### config.mk
export PLATFORM = sky130hd
export DESIGN_NAME = port_display_scheduler_flat
export DESIGN_NICKNAME = d
export VERILOG_FILES = /design/src/rtl/port_display_scheduler_if.sv /design/src/rtl/port_display_scheduler.sv /design/src/flat_wrapper.sv
export SDC_FILE = /design/constraint.sdc
export NUM_CORES = 1
export LEC_CHECK = 0
export BUFFER_PORTS_ARGS = -buffer_cell sky130_fd_sc_hd__clkbuf_2
export CAP_MARGIN = 20
export CORE_ASPECT_RATIO = 0.8
export CORE_MARGIN = 2
export CORE_UTILIZATION = 56
export DETAILED_ROUTE_END_ITERATION = 16
export PLACE_DENSITY = 0.95
export SLEW_MARGIN = 20
export SYNTH_ARGS = -nofsm -noshare
export SYNTH_HDL_FRONTEND = slang
export SYNTH_HIERARCHICAL = 1
export SYNTH_SLANG_ARGS = --single-unit
### constraint.sdc
create_clock -name clk -period 4.2 [get_ports clk]
set_clock_uncertainty 0.15 [all_clocks]
set_input_delay 0.84 -clock clk [delete_from_list [all_inputs] [get_ports clk]]
set_output_delay 0.84 -clock clk [all_outputs]
set_load 0.01 [all_outputs]
### src/rtl/port_display_scheduler_if.sv
// Signal bundle between the processor output ports, the two raw buttons
// and the LED page display.
interface port_display_scheduler_if #(
   parameter int WIDTH = 32
);
   // No handshake: every input is free-running and sampled on every rising
   // clock edge; led, page and auto_mode are registered outputs.
   logic [WIDTH-1:0] PORT_A;
   logic [WIDTH-1:0] PORT_B;
   logic [WIDTH-1:0] PORT_C;
   logic [WIDTH-1:0] PORT_D;
   logic             btn_next;
   logic             btn_mode;
   logic [15:0]      led;
   logic [2:0]       page;
   logic             auto_mode;

   modport master (
      output PORT_A, PORT_B, PORT_C, PORT_D, btn_next, btn_mode,
      input  led, page, auto_mode
   );

   modport slave (
      input  PORT_A, PORT_B, PORT_C, PORT_D, btn_next, btn_mode,
      output led, page, auto_mode
   );
endinterface

### src/rtl/port_display_scheduler.sv
// Time-shares the 16-bit LED bank across eight half-word pages of the four
// processor output ports, stepped by a dwell timer or a debounced button.
module port_display_scheduler_button #(
   parameter int DEBOUNCE_CYCLES = 1_000_000
) (
   input  logic clk,
   input  logic reset,
   input  logic raw,
   output logic press
);
   localparam int CW = $clog2(DEBOUNCE_CYCLES + 1);
   localparam logic [CW-1:0] COUNT_LAST = CW'(DEBOUNCE_CYCLES - 1);

   logic          sync1;
   logic          sync2;
   logic          level;
   logic          level_q;
   logic [CW-1:0] count;

   always_ff @(posedge clk) begin
      if (reset) begin
         sync1   <= 1'b0;
         sync2   <= 1'b0;
         level   <= 1'b0;
         level_q <= 1'b0;
         count   <= '0;
      end else begin
         sync1   <= raw;
         sync2   <= sync1;
         level_q <= level;
         // Any cycle agreeing with the accepted level restarts qualification.
         if (sync2 == level) begin
            count <= '0;
         end else if (count == COUNT_LAST) begin
            level <= sync2;
            count <= '0;
         end else begin
            count <= count + 1'b1;
         end
      end
   end

   assign press = level & ~level_q;
endmodule

module port_display_scheduler #(
   parameter int WIDTH           = 32,
   parameter int DWELL_CYCLES    = 100_000_000,
   parameter int DEBOUNCE_CYCLES = 1_000_000
) (
   input  logic                    clk,
   input  logic                    reset,
   port_display_scheduler_if.slave bus
);
   localparam int DW = $clog2(DWELL_CYCLES);
   localparam logic [DW-1:0] DWELL_LAST = DW'(DWELL_CYCLES - 1);

   typedef enum logic {
      AUTO   = 1'b0,
      MANUAL = 1'b1
   } mode_t;

   mode_t            state;
   mode_t            state_next;
   logic [DW-1:0]    dwell;
   logic [DW-1:0]    dwell_next;
   logic [2:0]       page;
   logic [2:0]       page_next;
   logic [15:0]      led;
   logic [WIDTH-1:0] sel_port;
   logic             next_press;
   logic             mode_press;
   logic             dwell_wrap;

   port_display_scheduler_button #(
      .DEBOUNCE_CYCLES(DEBOUNCE_CYCLES)
   ) u_btn_next (
      .clk   (clk),
      .reset (reset),
      .raw   (bus.btn_next),
      .press (next_press)
   );

   port_display_scheduler_button #(
      .DEBOUNCE_CYCLES(DEBOUNCE_CYCLES)
   ) u_btn_mode (
      .clk   (clk),
      .reset (reset),
      .raw   (bus.btn_mode),
      .press (mode_press)
   );

   always_ff @(posedge clk) begin
      if (reset) begin
         state <= AUTO;
      end else begin
         state <= state_next;
      end
   end

   always_comb begin
      state_next = state;
      page_next  = page;
      dwell_next = dwell;
      dwell_wrap = (state == AUTO) && (dwell == DWELL_LAST);
      if (mode_press) begin
         state_next = (state == AUTO) ? MANUAL : AUTO;
      end
      // A press coinciding with expiry still advances by exactly one page.
      if (next_press || dwell_wrap) begin
         page_next = page + 3'd1;
      end
      if (state == MANUAL || mode_press || next_press || dwell_wrap) begin
         dwell_next = '0;
      end else begin
         dwell_next = dwell + 1'b1;
      end
   end

   always_comb begin
      sel_port = bus.PORT_A;
      case (page[2:1])
         2'd0:    sel_port = bus.PORT_A;
         2'd1:    sel_port = bus.PORT_B;
         2'd2:    sel_port = bus.PORT_C;
         default: sel_port = bus.PORT_D;
      endcase
   end

   always_ff @(posedge clk) begin
      if (reset) begin
         dwell <= '0;
         page  <= '0;
         led   <= '0;
      end else begin
         dwell <= dwell_next;
         page  <= page_next;
         led   <= page[0] ? sel_port[31:16] : sel_port[15:0];
      end
   end

   assign bus.led       = led;
   assign bus.page      = page;
   assign bus.auto_mode = (state == AUTO);
endmodule

### src/flat_wrapper.sv
// flat-port wrapper written by rule: the top's interface ports become plain ports
module port_display_scheduler_flat 
#(
   parameter int WIDTH           = 32,
   parameter int DWELL_CYCLES    = 100_000_000,
   parameter int DEBOUNCE_CYCLES = 1_000_000
)
  (clk, reset, bus_PORT_A, bus_PORT_B, bus_PORT_C, bus_PORT_D, bus_btn_next, bus_btn_mode, bus_led, bus_page, bus_auto_mode);
  port_display_scheduler_if #(.WIDTH(WIDTH)) bus_i ();
  input  logic clk;
  input  logic reset;
  input wire logic [$bits(bus_i.PORT_A)-1:0] bus_PORT_A;
  input wire logic [$bits(bus_i.PORT_B)-1:0] bus_PORT_B;
  input wire logic [$bits(bus_i.PORT_C)-1:0] bus_PORT_C;
  input wire logic [$bits(bus_i.PORT_D)-1:0] bus_PORT_D;
  input wire logic [$bits(bus_i.btn_next)-1:0] bus_btn_next;
  input wire logic [$bits(bus_i.btn_mode)-1:0] bus_btn_mode;
  output wire logic [$bits(bus_i.led)-1:0] bus_led;
  output wire logic [$bits(bus_i.page)-1:0] bus_page;
  output wire logic [$bits(bus_i.auto_mode)-1:0] bus_auto_mode;
  assign bus_i.PORT_A = bus_PORT_A;
  assign bus_i.PORT_B = bus_PORT_B;
  assign bus_i.PORT_C = bus_PORT_C;
  assign bus_i.PORT_D = bus_PORT_D;
  assign bus_i.btn_next = bus_btn_next;
  assign bus_i.btn_mode = bus_btn_mode;
  assign bus_led = bus_i.led;
  assign bus_page = bus_i.page;
  assign bus_auto_mode = bus_i.auto_mode;
  port_display_scheduler #(.WIDTH(WIDTH), .DWELL_CYCLES(DWELL_CYCLES), .DEBOUNCE_CYCLES(DEBOUNCE_CYCLES)) u_core (.clk(clk), .reset(reset), .bus(bus_i));
endmodule
# Word-level counts from Yosys, hierarchy flattened

Cells that the tools add are included.

Register bits: 95
Output and inout bits: 20

Add/subtract/negate cells: 4
Eq/ne operators: 7
Mux-type cells: 3
Bitwise operators: 7
Reduce and logical (&&, ||, !) cells: 11

Operators with widths:

| kind                                                                   | number |
|---|---|
| 32-bit one-hot mux with 3 select lines                                 | 1 |
| 20-bit by 1-bit adder with 20-bit output (second input constant)       | 2 |
| 20-bit equality test (second input constant)                           | 2 |
| 27-bit by 1-bit adder with 27-bit output (second input constant)       | 1 |
| 27-bit equality test (second input constant)                           | 1 |
| 16-bit two-way mux                                                     | 1 |
| 3-bit OR reduction                                                     | 2 |
| 1-bit inverter                                                         | 5 |
| 1-bit logical OR                                                       | 4 |
| 2-bit AND reduction                                                    | 2 |
| 3-bit by 1-bit adder with 3-bit output (second input constant)         | 1 |
| 1-bit AND                                                              | 2 |
| 1-bit equality test                                                    | 2 |
| 2-bit by 1-bit equality test with 1-bit output (second input constant) | 1 |
| 2-bit equality test (second input constant)                            | 1 |
| 2-bit zero test                                                        | 1 |
| 2-bit OR reduction                                                     | 1 |
| 1-bit logical AND                                                      | 1 |
| 1-bit two-way mux                                                      | 1 |

# Logic depth before layout (Yosys ltp)

Word-level depth: 6
Gate-level depth with buffers: 7

# Cells and area by module

The synthesis kept the hierarchy.

Modules (own cells, without submodules):

| module                        | instances | cells an instance | area each (um^2) | seq. area each (um^2) |
|---|---|---|---|---|
| port_display_scheduler        | 1         | 261               | 2921.6           | 940.9 |
| port_display_scheduler_button | 2         | 116               | 1048.5           | 480.5 |

# Least setup slack after synthesis

No wires, ideal clock.

Kind: flip-flop to flip-flop
Start: reg u_core.u_btn_mode.count[0]
End: reg u_core.u_btn_mode.count[18]
Library setup time: 0.070 ns
Data arrival time: 1.903 ns
Required time: 3.980 ns
Slack: 2.077 ns
Stages on the path, launching flop included: 7
Buffers on the path: 1
Cells stage by stage: dfxtp_1 > ha_1 > nand2_4 > or4_1 > buf_2 > or4_1 > a21oi_1

Cells in the longest elaborated chain, start to end: 2

RTL lines:

| item                                                                             | RTL line                     | RTL |
|---|---|---|
| start: declaration                                                               | port_display_scheduler.sv:18 | `logic [CW-1:0] count;` |
| start signal: assignment                                                         | port_display_scheduler.sv:38 | `count <= count + 1'b1;` |
| branches (longest 2 deep; another with 20-bit by 1-bit adder with 20-bit output) | --                           |  |

Several ways; the timed one is not identified.
A chain may end at the register's enable or synchronous reset.

# Final worst setup path

Start: reg u_core.page[2] (netlist: u_core/bus.page[2])
End: out bus_page[2]

RTL lines:

| item                     | RTL line                      | RTL |
|---|---|---|
| start: declaration       | port_display_scheduler.sv:67  | `logic [2:0] page;` |
| start signal: assignment | port_display_scheduler.sv:137 | `page <= page_next;` |
| end: declaration         | flat_wrapper.sv:19            | `output wire logic [$bits(bus_i.page)-1:0] bus_page;` |

No word-level cell between the ends.

==> results.json <==
{
  "run_status": "finished clean",
  "timing.rr.end": "u_core/dwell[20]",
  "cpPeakStageDelay_ps": 600,
  "layout-drive-gt1-share": 0.3613,
  "grt_usage": 0.2785,
  "start_util": 0.5838,
  "hold_viol": 0,
  "cpMaxStageDelayCell": "dfxtp_1",
  "postCtsHoldBufs": 0,
  "cts_root_buf": "clkbuf_8",
  "crit_required_ps": 3210,
  "final_cell_mix": "clkbuf_2, dfxtp_1, nor2_1",
  "via_per_inst": 6.190,
  "grt_max_degree": 37,
  "hold_depth": 1,
  "path_class": "register to primary output",
  "overflow": 0,
  "routed_wl_um": 13820,
  "power.leakage_nw": 2.162,
  "cp_cell_sequence": "buf_4 -> clkbuf_2",
  "vdd.ir_drop.worst_mv": 0.2175,
  "fill_cells": 621,
  "clockBufferDepth": 2,
  "fp.dieW_um": 109.8,
  "cp_top_family": "buffers and inverters",
  "fin_ws_ps": 1628,
  "cts_setup_buffers": 0,
  "ys_top_cells_by_area": "dfxtp_1, mux4_2, xnor2_1, nor2_1, mux2i_1",
  "finalPower_w": 0.001691,
  "maxCapViolCount": 0,
  "power_density_mw_per_mm2": 283.7,
  "cts-htree-levels": 3,
  "max_freq_mhz": 388.8,
  "tightest_slew_ps": 1025,
  "antenna_left": 0,
  "startpoint": "u_core/bus.page[2]",
  "rows": 30,
  "synth_cell_types": 46,
  "drc": 0,
  "gp_congestion": 0.8187,
  "fin_crit_ps": 2572,
  "port_buffers": 151,
  "clk_pin_slew_worst_paths_ps": 100,
  "finalSetupViolations": 0,
  "avgRoutedWirePerCell_um": 18.60,
  "antenna_found_initial": 0,
  "core_area_mm2": 0.008596,
  "synthToLayoutAreaGrowth_pct": 18.80,
  "rsz0062_at_grt": "no",
  "period_share": 0.6124,
  "yosys_warnings": 6,
  "slew_headroom": 0.3163,
  "cts_resized": 0,
  "hold_class": "register to register",
  "cp-start-kind": "register",
  "vias": 4599,
  "synth_area_leader_cell": "dfxtp_1",
  "cp.buffers_inverters": 2,
  "crit_fanout": 25,
  "clock_latency_ps": 370,
  "synth_seq_cells": 95,
  "arrival_ps": 1580,
  "cts_sinks": 95,
  "cts_tree": "done",
  "avgSynthCellArea_um2": 10.18,
  "dp.cells": 727,
  "antenna_cells": 0,
  "finalNonFillerCells": 743,
  "syn_inst": 493,
  "hp-start": "u_core/u_btn_mode/sync1",
  "whs_endpoint": "u_core/u_btn_mode/sync2",
  "drt-initial-drc-count": 455,
  "report.final.slew_viol_count": 0,
  "ios": 152,
  "mostFrequentLayoutCell": "clkbuf_2",
  "place_ws_ps": 1461,
  "yosysTopAreaCellShare": 0.3790,
  "drt_pass1_iterations": 5,
  "die_h_um": 88.67,
  "grt_pass1_wl_um": 20910,
  "r2r_start": "u_core/dwell[0]",
  "place_hpwl_um": 10110,
  "fin_tns_setup_ps": 0,
  "grt_pass1_vias": 4460,
  "nNetsFinal": 762,
  "end_kind": "primary output",
  "cts_made_buffers": 9,
  "rrSetupSlack_ps": 1730,
  "dieArea_mm2": 0.009740,
  "syn_nets": 629,
  "syn_area_mm2": 0.005019,
  "rr_worst_depth": 6,
  "synth-seq-area-share": 0.3790
}
==> logic make-up (layout without fill, tap and decap cells) <==
kind of cell,after synthesis,count (layout),synth area share
muxes,52,52,0.1842
DFF,95,95,0.3790
adders and majority gates,4,4,0.009973
AOI/OAI and AO/OA,55,55,0.07430
buffers and inverters,45,183,0.04687
xor gates and xnor gates,39,39,0.06806
and+or+nand+nor,203,203,0.2376
==> per-stage QoR <==
stage | util | hold slack [ps] | cell area [um2]
2_1_floorplan | - | 263.8 | 5019
4_1_cts | 0.6933 | 306.7 | 5959
3_3_place_gp | 0.6691 | 266.3 | 5752
6_report | 0.6936 | 298.5 | 5962
3_5_place_dp | 0.6691 | 280.9 | 5752
5_1_grt | 0.6936 | 324.0 | 5962
==> final cells by class <==
class,instances,area (um2),share of cell area
tap,112,140.1,0.02350
multi-input combinational,353,2882,0.4833
sequential,95,1906,0.3196
inverter,13,48.80,0.008185
clock buffer,9,123.9,0.02078
timing repair buffer,154,778.2,0.1305
clock inverter,7,83.83,0.01406
==> cells in the mapped netlist, drive strengths merged <==
cell type  count
dfxtp         95
nor3          25
a21oi         14
and3           5
o21ai         14
a31o           1
mux2i         17
xnor2         26
nor2          48
nand2         17
or4           15
nor4           6
and2           3
nand4         13
o31ai         11
clkbuf        13
nor4bb         1
nand2b         3
inv           13
mux2           3
or2            2
or3           17
buf           19
and4           8
a311o          2
a41o           1
xor2          13
nand3         25
ha             4
mux4          32
nor4b          4
nor2b         11
a311oi         1
a211oi        11
==> flip-flops by register name, indices dropped and copies added (netlist names), 3 cells and up <==
signal	cells
u_core/bus.led	16
u_core/bus.page	3
u_core/dwell	27
u_core/u_btn_mode/count	20
u_core/u_btn_next/count	20
==> per-layer routing <==
| metal | GRT usage | routed length [um] | up-vias | share of wire |
|---|---|---|---|---|
| met2 | 0.4802 | 7077 | 251 | 0.51 |
| met1 | 0.3261 | 5094 | 2200 | 0.37 |
| met4 | 0.1231 | 399 | 0 | 0.029 |
| met3 | 0.07585 | 1249 | 41 | 0.090 |
| li1 | - | - | 2107 | - |
| met5 | 0 | 0 | - | 0 |
==> power by group <==
part | switching [W] | internal [W] | total, W
logic | 0.0000573 | 0.0000784 | 0.000136
clock network | 0.000347 | 0.000289 | 0.000636
registers | 0.00000672 | 0.000913 | 0.000919
==> worst max-delay path by stage <==
| stage | endpoint | slack [ps] | cells past startpoint |
|---|---|---|---|
| floorplan | u_core/u_btn_mode/count[18] | 2080 | 6 |
| global placement | u_core/dwell[19] | 1590 | 3 |
| detailed placement | u_core/dwell[18] | 1460 | 3 |
| CTS | bus_page[1] | 1390 | 1 |
| global route | bus_page[2] | 1570 | 2 |
| finish | bus_page[2] | 1630 | 2 |
Power figures use the tool's default switching activity.
